**config.mk**
```make
export PLATFORM = sky130hd
export DESIGN_NAME = iob_fifo2stream
export DESIGN_NICKNAME = d
export VERILOG_FILES = /design/src/rtl/iob_fifo2stream_pkg.sv /design/src/rtl/iob_stream_buf2.sv /design/src/rtl/iob_fifo2stream.sv
export SDC_FILE = /design/constraint.sdc
export NUM_CORES = 1
export LEC_CHECK = 0
export BUFFER_PORTS_ARGS = -buffer_cell sky130_fd_sc_hd__buf_2
export CAP_MARGIN = 40
export CORE_ASPECT_RATIO = 1.75
export CORE_UTILIZATION = 40
export DETAILED_ROUTE_END_ITERATION = 10
export PLACE_DENSITY_LB_ADDON = 0.15
export SYNTH_ARGS = -nofsm -noshare
export SYNTH_HDL_FRONTEND = slang
export SYNTH_SLANG_ARGS = --single-unit
```
**constraint.sdc**
```tcl
create_clock -name clk -period 1.5 [get_ports clk]
set_clock_uncertainty 0.05 [all_clocks]
set_input_delay 0.15 -clock clk [delete_from_list [all_inputs] [get_ports clk]]
set_output_delay 0.15 -clock clk [all_outputs]
set_load 0.05 [all_outputs]
```
**src/rtl/iob_fifo2stream_pkg.sv**
```systemverilog
// Shared constants for the FIFO read-side stream stage: buffer depth, FIFO read
// latency and the width of the buffered-word counter.
package iob_fifo2stream_pkg;

  localparam int IOB_FIFO2STREAM_DEPTH  = 2;
  localparam int IOB_FIFO2STREAM_RD_LAT = 1;

  function automatic int iob_fifo2stream_cnt_w(input int depth);
    return $clog2(depth + 1);
  endfunction

  localparam int IOB_FIFO2STREAM_CNT_W = iob_fifo2stream_cnt_w(IOB_FIFO2STREAM_DEPTH);

  // One bit per cycle of FIFO read latency that a word can be in flight.
  typedef logic [IOB_FIFO2STREAM_RD_LAT-1:0] inflight_t;

endpackage

```
**src/rtl/iob_stream_buf2.sv**
```systemverilog
// Two-entry register buffer with wrapping 1-bit head/tail pointers and an occupancy count.
// A push while full and not popping is never requested by the parent and is not guarded here.
module iob_stream_buf2
  import iob_fifo2stream_pkg::*;
#(
  parameter int DATA_W = 8
) (
  input  logic                             clk,
  input  logic                             rst,
  input  logic                             i_push,
  input  logic [DATA_W-1:0]                i_data,
  input  logic                             i_pop,
  output logic [DATA_W-1:0]                o_data,
  output logic                             o_valid,
  output logic [IOB_FIFO2STREAM_CNT_W-1:0] o_cnt
);

  logic [DATA_W-1:0]                r_mem [IOB_FIFO2STREAM_DEPTH];
  logic                             r_head;
  logic                             r_tail;
  logic [IOB_FIFO2STREAM_CNT_W-1:0] r_cnt;
  logic                             w_pop;

  assign w_pop = i_pop & (r_cnt != '0);

  always_ff @(posedge clk or posedge rst) begin
    if (rst) begin
      r_mem[0] <= '0;
      r_mem[1] <= '0;
      r_head   <= 1'b0;
      r_tail   <= 1'b0;
      r_cnt    <= '0;
    end else begin
      if (i_push) begin
        r_mem[r_tail] <= i_data;
        r_tail        <= ~r_tail;
      end
      if (w_pop) begin
        r_head <= ~r_head;
      end
      case ({i_push, w_pop})
        2'b10:   r_cnt <= r_cnt + 1'b1;
        2'b01:   r_cnt <= r_cnt - 1'b1;
        default: r_cnt <= r_cnt;
      endcase
    end
  end

  assign o_data  = r_mem[r_head];
  assign o_valid = (r_cnt != '0);
  assign o_cnt   = r_cnt;

endmodule

```
**src/rtl/iob_fifo2stream.sv**
```systemverilog
// FIFO empty/read_en to valid/ready stream adapter with a 2-word skid buffer.
// Optional packet framing (m_last from cfg_len) is enabled by IOB_FIFO2STREAM_LAST_EN.
module iob_fifo2stream
  import iob_fifo2stream_pkg::*;
#(
  parameter int DATA_W = 8,
  parameter int LEN_W  = 16
) (
  input  logic              clk,
  input  logic              rst,
  input  logic              fifo_empty,
  output logic              fifo_read_en,
  input  logic [DATA_W-1:0] fifo_data,
  output logic [DATA_W-1:0] m_data,
  output logic              m_valid,
  input  logic              m_ready,
  output logic [1:0]        level
`ifdef IOB_FIFO2STREAM_LAST_EN
  ,
  input  logic [LEN_W-1:0]  cfg_len,
  output logic              m_last
`endif
);

  // Stream handshake: a word transfers on any cycle with m_valid & m_ready; while
  // m_valid is high and m_ready low, m_data/m_valid hold unchanged.
  inflight_t                        r_inflight;
  logic [IOB_FIFO2STREAM_CNT_W-1:0] w_cnt;
  logic [2:0]                       w_occ;
  logic                             w_pop;
  logic                             w_read_en;

  assign w_pop = m_valid & m_ready;
  assign w_occ = {1'b0, w_cnt} + {2'b00, r_inflight};

  // Only read when the word is guaranteed a slot once it lands a cycle later.
  assign w_read_en = ~fifo_empty &
                     ((w_occ < 3'd2) | ((w_occ == 3'd2) & w_pop));
  assign fifo_read_en = w_read_en;

  always_ff @(posedge clk or posedge rst) begin
    if (rst) begin
      r_inflight <= '0;
    end else begin
      r_inflight <= w_read_en;
    end
  end

  iob_stream_buf2 #(
    .DATA_W (DATA_W)
  ) u_buf (
    .clk     (clk),
    .rst     (rst),
    .i_push  (r_inflight[0]),
    .i_data  (fifo_data),
    .i_pop   (w_pop),
    .o_data  (m_data),
    .o_valid (m_valid),
    .o_cnt   (w_cnt)
  );

  assign level = w_cnt;

`ifdef IOB_FIFO2STREAM_LAST_EN
  logic [LEN_W-1:0] r_pkt_cnt;
  logic [LEN_W-1:0] w_len_m1;

  // A zero length behaves as length one: every word closes its own packet.
  assign w_len_m1 = (cfg_len == '0) ? '0 : cfg_len - 1'b1;
  assign m_last   = m_valid & (r_pkt_cnt == w_len_m1);

  always_ff @(posedge clk or posedge rst) begin
    if (rst) begin
      r_pkt_cnt <= '0;
    end else if (w_pop) begin
      r_pkt_cnt <= m_last ? '0 : r_pkt_cnt + 1'b1;
    end
  end
`endif

endmodule
```
# Word level (Yosys, flattened, before mapping)
# Cells that the tools add are included.
[totals]
reg_bits = 21
in_bits = 12
output_inout_bits = 12
word_cells = 36
[op_classes]
order_cmp = 4
n_addsub = 3
n_mux = 7
n_reduce_logical = 3
eq_ne = 3
bitwise = 10
[ops]
columns = ["op", "n"]
rows = [
  ["2-to-1 mux 8 bit", 4],
  ["bitwise mux 16 bit", 1],
  ["demux 8 bit (select 1 bit)", 1],
  ["AND 1 bit", 4],
  ["greater-or-equal comparator 2 bit (second input constant)", 2],
  ["NOT 1 -> 2 bit", 2],
  ["one-hot mux 2 bit (2 select lines)", 1],
  ["nonzero test 2 bit", 2],
  ["adder 2 x 1 -> 3 bit", 1],
  ["equality test 3 x 2 -> 1 bit (second input constant)", 1],
  ["< comparator 3 x 2 -> 1 bit (second input constant)", 1],
  ["NOT 1 bit", 3],
  ["adder 2 x 1 -> 2 bit (second input constant)", 1],
  ["equality test 2 x 1 -> 1 bit (second input constant)", 1],
  ["equality test 2 bit (second input constant)", 1],
  ["< comparator 2 x 1 -> 1 bit (second input constant)", 1],
  ["subtractor 2 x 1 -> 2 bit (second input constant)", 1],
  ["logical AND 1 bit", 1],
  ["bitwise OR 1 bit", 1],
]

# Depth between registers and ports, before layout
# Gate-level depths: netlist of run 1.
[logic_depth]
depth_word = 6
mapped_depth = 5
depth_no_buf = 5

# By module
# A second synthesis of run 1 with hierarchy kept.
[unflattened]
cells_unflattened = 70
hier_area_um2 = 1019.7
[by_module_without_submodules]
columns = ["mod", "area_each_um2", "cells_per_inst", "seq_area_each_um2", "instances"]
rows = [
  ["iob_stream_buf2", 912.1, 59, 500.5, 1],
  ["iob_fifo2stream", 107.6, 11, 25.0, 1],
]

# Worst setup path after synthesis of run 1
# OpenSTA, ideal clock, no wires.
[synth_timing]
path_type = "register -> register"
from = "register u_buf.r_cnt[0] (netlist: u_buf.o_cnt[0])"
to = "register r_inflight"
t_arrival_ns = 1.985
path_slack_ns = -0.738
path_buffers = 0
setup_time_ns = 0.203
required_ns = 1.247
synth_period_minus_slack_ns = 2.238
stages_incl_launch_ff = 6
cell_sequence = "dfrtp_1 > ha_1 > inv_1 > ha_1 > a31oi_1 > nor2_1"
[synth_via]
elab_chain_len = 5
elab_cells_between_ends = 8
cone_classes = "add/sub: 1; order compare: 1; eq/ne: 1; bitwise: 4; reduce/logical: 1"
[synth_rtl]
columns = ["item", "line", "source"]
rows = [
  ["start, declared", "iob_stream_buf2.sv:21", "logic [IOB_FIFO2STREAM_CNT_W-1:0] r_cnt;"],
  ["start signal, assigned", "iob_stream_buf2.sv:42", "2'b10: r_cnt <= r_cnt + 1'b1;"],
  ["start signal, assigned", "iob_stream_buf2.sv:43", "2'b01: r_cnt <= r_cnt - 1'b1;"],
  ["start signal, assigned", "iob_stream_buf2.sv:44", "default: r_cnt <= r_cnt;"],
  ["branches (longest 3 deep; another with adder 2 x 1 -> 3 bit)", "--", ""],
  ["bitwise OR 1 bit (*)", "iob_fifo2stream.sv:38", "((w_occ < 3'd2) | ((w_occ == 3'd2) & w_pop));"],
  ["AND 1 bit (*)", "iob_fifo2stream.sv:37", "assign w_read_en = ~fifo_empty &"],
  ["net fifo_read_en", "iob_fifo2stream.sv:12", "output logic fifo_read_en,"],
  ["end signal, assigned", "iob_fifo2stream.sv:45", "r_inflight <= w_read_en;"],
  ["end, declared", "iob_fifo2stream.sv:27", "inflight_t r_inflight;"],
]
# Mark *: on every way through the listed nets, which the timed path passes.
# A chain may end at the register's enable or synchronous reset.

# Final worst setup path of run 1
[layout_timing]
from = "register u_buf.r_cnt[0] (netlist: u_buf.o_cnt[0])"
to = "output port fifo_read_en"
[layout_via]
elab_chain_len = 5
elab_cells_between_ends = 8
cone_classes = "add/sub: 1; order compare: 1; eq/ne: 1; bitwise: 4; reduce/logical: 1"
[layout_rtl]
columns = ["item", "line"]
rows = [
  ["branches (longest 3 deep; another with adder 2 x 1 -> 3 bit)", "--"],
  ["bitwise OR 1 bit (*)", "iob_fifo2stream.sv:38"],
  ["AND 1 bit (*)", "iob_fifo2stream.sv:37"],
  ["end, declared", "iob_fifo2stream.sv:12"],
]
# Mark *: on every way between the ends.

==> results of run 1 <==
[logic make-up (layout without fill, tap and decap cells)]
family	count (synthesis)	count (layout)	synth area share
adder cells (fa/ha/maj)	4	4	0.0522
flip-flops	21	21	0.548
multiplexers	24	24	0.282
AND/OR/NAND/NOR	6	6	0.0366
XOR/XNOR	5	5	0.0457
buffers and inverters	5	41	0.0209
AO/OA/AOI/OAI	2	2	0.0144
[area by class of cell]
cell class,instances,area share
clock buffer,3,0.0294
clock inverter,1,0.00356
inverter,4,0.0107
multi-input combinational,41,0.360
sequential,21,0.376
tap,25,0.0222
timing repair buffer,33,0.198
[metrics by stage]
stage / std cells / util / setup TNS, ns / setup slack, ns / instance area, µm²
global route: 128 / 0.619 / -0.381 / -0.220 / 1410
finish: 128 / 0.619 / -0.218 / -0.174 / 1410
CTS: 127 / 0.586 / -0.224 / -0.175 / 1330
floorplan: 67 / - / -0.253 / -0.135 / 1020
detailed placement: 119 / 0.527 / -0.0386 / -0.0295 / 1200
global placement: 119 / 0.527 / -0.0125 / -0.0125 / 1200
[worst register-to-register path, delay by kind of cell, from the launching register on]
kind            cells  cell delay [ns]
compound gates      1             0.21
xor+xnor            2             0.26
fa+ha+maj           1             0.19
buf+inv             1             0.15
flops               1             0.45
simple gates        1             0.05
[state kept, by name, summed over array words and instances (netlist names)]
name          count
r_inflight        1
u_buf.o_cnt       2
u_buf.r_mem      16
u_buf.r_tail      1
u_buf.r_head      1
[layer usage]
metal | vias to the layer above | part of all wire
met2 | 19 | 0.57
met3 | 4 | 0.026
met1 | 311 | 0.39
li1 | 301 | -
met4 | 0 | 0.016
met5 | - | 0
[placed cells by master (no fill, tap or decap)]
master         Yosys  layout
xnor2_2            0       1
xnor2_1            3       2
buf_2              1      13
dfrtp_1           21      18
a31oi_4            0       1
ha_2               0       1
inv_1              3       2
nor2_2             0       1
dlygate4sd3_1      0       1
clkinv_2           0       1
or2_4              0       1
nand2_2            1       1
buf_8              0       3
dfrtp_2            0       3
inv_2              1       2
nor2_4             1       3
buf_4              0       6
buf_6              0      10
clkbuf_8           0       3
mux2_4             0       1
ha_4               0       3
mux2_2            24      23
o21a_4             0       1
xor2_1             2       2
[worst max-delay path by stage]
stage | start | endpoint | slack [ns] | cells past startpoint
2_1_floorplan | u_buf.o_cnt[0] | fifo_read_en | -0.13 | 5
3_3_place_gp | u_buf.o_cnt[0] | fifo_read_en | -0.01 | 6
3_5_place_dp | u_buf.o_cnt[0] | fifo_read_en | -0.03 | 6
4_1_cts | u_buf.o_cnt[0] | fifo_read_en | -0.18 | 6
5_1_grt | u_buf.o_cnt[0] | fifo_read_en | -0.22 | 6
6_report | u_buf.o_cnt[0] | fifo_read_en | -0.17 | 6
[repair_timing]
| action | CTS | global route |
|---|---|---|
| pin swaps | 5 | 1 |
| resized for setup | 18 | 20 |
| endpoints found under the hold margin | 21 | 0 |
| hold buffers | 1 | 0 |
| setup endpoints to repair | 11 | 11 |
| buffers inserted | 3 | 1 |
==> impl_metrics.toml, run 1 <==
[logic_synthesis]
syn-cell-area_um2 = 958
yosysWarnings = 0
postSynthNetCount = 83
synth_area_leaders = "dfrtp_1 (55%), mux2_2 (28%), ha_1 (5.2%), xnor2_1 (2.7%), xor2_1 (1.8%)"
netlist-cell-type-count = 14
synth_top_area_frac = 0.548
yosysMostFrequentCell = "mux2_2"
synth-edff-count = 0
ys_seq_area_frac = 0.548
synth_seq_cells = 21
synth_top_cell_by_area = "dfrtp_1"
synth_top_cells_by_count = "mux2_2 (24), dfrtp_1 (21), ha_1 (4)"
avgSynthCellArea_um2 = 14.3
synthArstFlopShare = 1.00
synth_ff_type = "dfrtp_1"
netlist_instances = 67

[timing]
min_period_ns = 1.67
layout_worst_path_cycle_share = 1.12
setup_viol = 2
rsz0062_at_grt = "yes"
final-hold-violation-count = 0
fin_hold_ws_ns = 0.0887
report.final.slew_viol_count = 0
fmax_mhz = 597
slew_headroom = 0.820
worst_slew_pin_slew_ns = 0.269
setup_ws_ns = -0.174

[hold_path]
hold_path_end = "u_buf.r_mem[12]"
min_path_cells = 2
min_from = "fifo_data[4]"
hold_path.class = "in2reg"

[cells_and_area]
seq_area_um2 = 529
syn2layout_area_growth_pct = 46.7
multiInputGateArea_um2 = 507
antennaDiodeCount = 0
finalNetCount = 120
fillers = 196
drive_above_1_share = 0.757

[critical_path]
required_ns = 1.30
critPathLaunchType = "flop"
crit_arrival_ns = 1.47
r2r_end = "u_buf.o_cnt[1]"
cp_top_family = "flip-flops"
crit_fanout = 2
end_kind = "output port"
critPathBufInv = 1
cpMaxStageDelayCell = "dfrtp_2"
critical_path_class = "reg2out"
worstPathCellList = "ha_4 > ha_4 > nor2_4 > a31oi_4 > nor2_4 > buf_8"
slowest_delay_ns = 0.42
ff2ff_path_depth = 6
ff2ff_setup_slack_ns = 0.03
r2r-start = "u_buf.o_cnt[1]"

[global_route]
track_usage = 0.164
grt-ovfl-total = 0
grt_use_met3 = 0.0200
globalRoute.busiestLayer = "met2"
antenna_found_initial = 0
grt_pass1_wl_um = 2870
grt_util_met2 = 0.285
grtUsageMet1 = 0.187
grt_pass1_vias = 634
grt_max_degree = 22

[die]
num_rows = 23
die_area_um2 = 2600
io_pins = 24
dieHeight_um = 66.8
initial_core_util = 0.422
core_um2 = 2270
chipWidth_um = 39

[outcome]
status = "complete, but fails checks"
failed_checks = "setup timing"

[cts]
cts.sinks = 21
clk_latency_ns = 0.25
path_clk_slew_ns = 0.07
htreeDepth = 1
cts_buffers = 3
root_buffer = "clkbuf_8"
clock_path_buffers = 2
cts_tree = "built"

[route]
drt-pass1-iter-count = 2
detail_route.wl_per_cell_um = 14.2
ant_nets = 0
first_iter_violations = 6
drcViolationCount = 0
vias = 635
avgViaCountPerCell = 4.96
routed_wirelength_um = 1820

[run]
max_cap_viol_count = 0

[placement]
io_buffers = 23
hpwl_um = 1260
routabilityCongestion = 0.636
Power of run 1 is left out: the tool's default activity adds up to more than one toggle a clock period on the data nets, which glitch-free logic cannot reach.
==> inputs of run 2 (changes only) <==
REMOVE_ABC_BUFFERS = 1   (was default)
==> run 2 against run 1 <==
  * The run still ends with setup timing left
  * Worst hold slack worse by 0.0084 ns
  * Critical path type unchanged
  * Sequential share of layout area up 1.2 points
  * Sequential cell count unchanged
  * Register-to-register slack better by 0.05 ns
  * Final area down 3.6%
==> impl_metrics.toml, run 2 (synthesized netlist as in run 1, its figures left out) <==
[route]
drt-pass1-iter-count = 2
vias = 640
first_iter_violations = 4
routed_wirelength_um = 1770
drcViolationCount = 0
ant_nets = 0
avgViaCountPerCell = 5.08
detail_route.wl_per_cell_um = 14.0

[cts]
cts_buffers = 3
root_buffer = "clkbuf_8"
path_clk_slew_ns = 0.08
cts_tree = "built"
cts.sinks = 21
clock_path_buffers = 2
htreeDepth = 1
clk_latency_ns = 0.26

[hold_path]
hold_path.class = "in2reg"
min_path_cells = 2
hold_path_end = "u_buf.r_mem[7]"
min_from = "fifo_data[7]"

[critical_path]
crit_fanout = 2
ff2ff_setup_slack_ns = 0.08
required_ns = 1.30
critical_path_class = "reg2out"
crit_arrival_ns = 1.53
r2r-start = "u_buf.o_cnt[0]"
r2r_end = "u_buf.o_cnt[1]"
critPathLaunchType = "flop"
worstPathCellList = "ha_2 > inv_2 > ha_4 > a31oi_4 > nor2_2 > buf_6"
cpMaxStageDelayCell = "dfrtp_1"
cp_top_family = "adder cells"
critPathBufInv = 2
slowest_delay_ns = 0.39
ff2ff_path_depth = 6
end_kind = "output port"

[cells_and_area]
seq_area_um2 = 527
top_register = "u_buf.r_mem"
final_common_cell = "mux2_2"
fillers = 194
syn2layout_area_growth_pct = 41.5
drive_above_1_share = 0.713
final_cell_mix = "mux2_2 (24), dfrtp_1 (20), buf_2 (13), buf_6 (10), buf_4 (6)"
finalNetCount = 118
final_util = 0.597
fin_area_um2 = 1360
multiInputGateArea_um2 = 495
largest_reg_flops = 16
antennaDiodeCount = 0

[run]
max_cap_viol_count = 0

[placement]
hpwl_um = 1180
io_buffers = 23
post_dp_cell_area_um2 = 1120
routabilityCongestion = 0.609

[global_route]
grt_pass1_wl_um = 2810
grt-ovfl-total = 0
antenna_found_initial = 0
grt_max_degree = 22
track_usage = 0.158
grt_pass1_vias = 617

[timing]
report.final.slew_viol_count = 0
slew_headroom = 0.819
setup_ws_ns = -0.227
setup_viol = 1
fmax_mhz = 579
layout_worst_path_cycle_share = 1.15
rsz0062_at_grt = "yes"
worst_slew_pin_slew_ns = 0.271
final-hold-violation-count = 0
min_period_ns = 1.73

[outcome]
status = "complete, but fails checks"
failed_checks = "setup timing"

[die]
core_um2 = 2270
chipWidth_um = 39
die_area_um2 = 2600
initial_core_util = 0.422
num_rows = 23
dieHeight_um = 66.8
io_pins = 24
==> run 2: cell count changes in the layout (fill, tap and decap cells not counted), sizes merged <==
| cell | delta |
|---|---|
| buf | -3 |
| clkinv | -1 |
| dlygate4sd3 | +1 |
| clkbuf | +1 |
==> run 2: what timing repair did <==
action,CTS,global route
pin swaps,1,5
setup buffers,2,1
endpoints found under the setup margin,10,6
hold endpoints to repair,22,0
hold buffers,2,0
resized for setup,19,20
==> run 2: metal layers <==
layer  vias to the layer above  share of wire  global-route usage  wire length, µm
met5                         -              0                   0                0
met4                         0          0.019               0.103               34
met2                        17           0.53               0.250              938
met1                       321           0.41               0.192              730
met3                         4          0.036              0.0200               63
li1                        298              -                   -                -
==> run 2: stage by stage <==
| stage | TNS [ns] | instances | worst slack (ns) | hold slack [ns] |
|---|---|---|---|---|
| final | -0.227 | 126 | -0.227 | 0.0803 |
| after global routing | -0.279 | 126 | -0.279 | 0.0847 |
| after CTS | -0.240 | 125 | -0.240 | 0.0749 |
| after detailed placement | -0.0156 | 117 | -0.0156 | 0.148 |
| after global placement | 0 | 117 | 0.0116 | 0.140 |
| after floorplan | -1.51 | 66 | -0.738 | 0.0765 |
==> run 2: final cells by class <==
cell class / count / share of cell area
multi-input combinational: 41 / 0.365
tap: 25 / 0.0231
inverter: 4 / 0.0111
timing repair buffer: 31 / 0.179
sequential: 21 / 0.388
clock buffer: 4 / 0.0332
==> run 2: worst max path at each step <==
stage / from / to / slack [ns] / cells after the start
floorplan: u_buf.o_cnt[0] / r_inflight / -0.74 / 5
global placement: u_buf.o_cnt[0] / fifo_read_en / 0.01 / 6
detailed placement: u_buf.o_cnt[0] / fifo_read_en / -0.02 / 6
CTS: u_buf.o_cnt[0] / fifo_read_en / -0.24 / 6
global route: r_inflight / fifo_read_en / -0.28 / 6
finish: r_inflight / fifo_read_en / -0.23 / 6
Power of run 2 is left out for the same reason.
==> inputs of run 3 (changes only) <==
clock period = 1.81 ns   (was 1.5 ns; I/O delays follow)
==> run 3 against run 2 <==
  * The flow now finishes without violations
  * Critical path depth is the same
  * Wire length fell by 11%
  * Via count shrank 5.5%
  * First-iteration DRC count down 100%
  * Worst hold slack got worse by 0.042 ns
  * Utilization is 6.0 points lower
  * Sequential share of layout area increased by 4.3 points
  * Register-to-register slack better by 0.26 ns
  * Final area fell by 10%
  * Global-route usage down 1.7 points
==> impl_metrics.toml, run 3 (synthesized netlist as in run 1, its figures left out) <==
[placement]
place_ws_ns = 0.199
routabilityCongestion = 0.621
io_buffers = 23
hpwl_um = 1180
dp_cells = 116

[route]
drcViolationCount = 0
wl_met1_um = 701
avgViaCountPerCell = 4.96
met3_length_um = 61
drt-pass1-iter-count = 1
detail_route.wl_per_cell_um = 12.9
top_layer = "met4"
first_iter_violations = 0
route.met2.wl_um = 800
ant_nets = 0
routed_wirelength_um = 1580
vias = 605

[timing]
setup_viol = 0
report.final.slew_viol_count = 0
worst_slew_pin_slew_ns = 0.415
rsz0062_at_grt = "yes"
final-hold-violation-count = 0
layout_worst_path_cycle_share = 0.975
min_period_ns = 1.76
slew_headroom = 0.723
setup_ws_ns = 0.0461
fmax_mhz = 567

[cells_and_area]
final_common_cell = "mux2_2"
finalNetCount = 114
antennaDiodeCount = 0
final_cell_mix = "mux2_2 (24), buf_2 (22), dfrtp_1 (20)"
top_register = "u_buf.r_mem"
syn2layout_area_growth_pct = 27.3
fin_cells = 122
drive_above_1_share = 0.649
final_util = 0.537
fillers = 213
largest_reg_flops = 16

[cts]
cts_buffers = 3
cts_tree = "built"
path_clk_slew_ns = 0.07
clock_path_buffers = 2
cts.sinks = 21
root_buffer = "clkbuf_8"
htreeDepth = 1
clk_latency_ns = 0.25

[die]
initial_core_util = 0.422
chipWidth_um = 39
dieHeight_um = 66.8
io_pins = 24
num_rows = 23
core_um2 = 2270
die_area_um2 = 2600

[global_route]
track_usage = 0.140
antenna_found_initial = 0
grt_max_degree = 22
grt-ovfl-total = 0
grt_pass1_vias = 578
grt_pass1_wl_um = 2530

[critical_path]
worstPathCellList = "ha_2 > inv_2 > ha_4 > a31oi_1 > nor2_1 > buf_6"
crit_fanout = 2
crit_arrival_ns = 1.53
required_ns = 1.58
critical_path_class = "reg2out"
slowest_delay_ns = 0.36
critPathLaunchType = "flop"
end_kind = "output port"
cpMaxStageDelayCell = "dfrtp_1"

[run]
max_cap_viol_count = 0

[outcome]
status = "complete, no violations"

[hold_path]
hold_path.class = "in2reg"
[run 3: cell count changes in the layout (fill, tap and decap cells not counted), sizes merged]
| cell | before | now |
|---|---|---|
| buf | 29 | 26 |
| dlygate4sd3 | 2 | 1 |
[run 3: area by class of cell]
cell class,instances,area [µm²],area share
Sequential cell,21,527,0.432
Multi-Input combinational cell,41,448,0.367
Timing Repair Buffer,27,154,0.126
Clock buffer,4,45.0,0.0369
Tap cell,25,31.3,0.0256
Inverter,4,15.0,0.0123
[run 3: worst paths after layout]
kind                       slack (ns)         endpoint            from  cells after the start
max                              0.05     fifo_read_en  u_buf.o_cnt[0]                      6
min                              0.04       r_inflight      fifo_empty                      2
max reg2reg                      0.34   u_buf.o_cnt[1]  u_buf.o_cnt[0]                      5
min reg2reg                      0.46   u_buf.r_mem[2]  u_buf.r_mem[2]                      1
max in group asynchronous        1.02   u_buf.o_cnt[1]             rst                      4
min in group asynchronous        0.46  u_buf.r_mem[13]             rst                      4
[run 3: worst max-delay path: cells and delay by family (launching register included)]
| kind | cells | cell delay (ns) |
|---|---|---|
| adders and majority gates | 2 | 0.45 |
| DFF | 1 | 0.36 |
| buffers and inverters | 2 | 0.23 |
| AOI/OAI and AO/OA | 1 | 0.07 |
| and+or+nand+nor | 1 | 0.17 |
[run 3: metrics by stage]
step / instance area, µm² / TNS [ns] / hold WS, ns
global placement: 1110 / 0 / 0.172
global route: 1220 / -0.0252 / 0.0375
finish: 1220 / 0 / 0.0382
detailed placement: 1110 / 0 / 0.180
floorplan: 953 / -0.834 / 0.108
CTS: 1180 / 0 / 0.0367
[run 3: timing repair]
| item | 4_1_cts | 5_1_grt |
|---|---|---|
| hold buffers | 1 | 0 |
| pin swaps | 0 | 5 |
| endpoints found under the hold margin | 21 | 0 |
| buffers inserted | 1 | 0 |
| resized for setup | 2 | 8 |
| endpoints found under the setup margin | 1 | 1 |
[run 3: metal layers]
layer,up-vias,global-route usage
li1,292,-
met1,296,0.184
met2,15,0.221
met3,2,0.0200
met4,0,0.0647
met5,-,0
Power of run 3 is left out for the same reason.
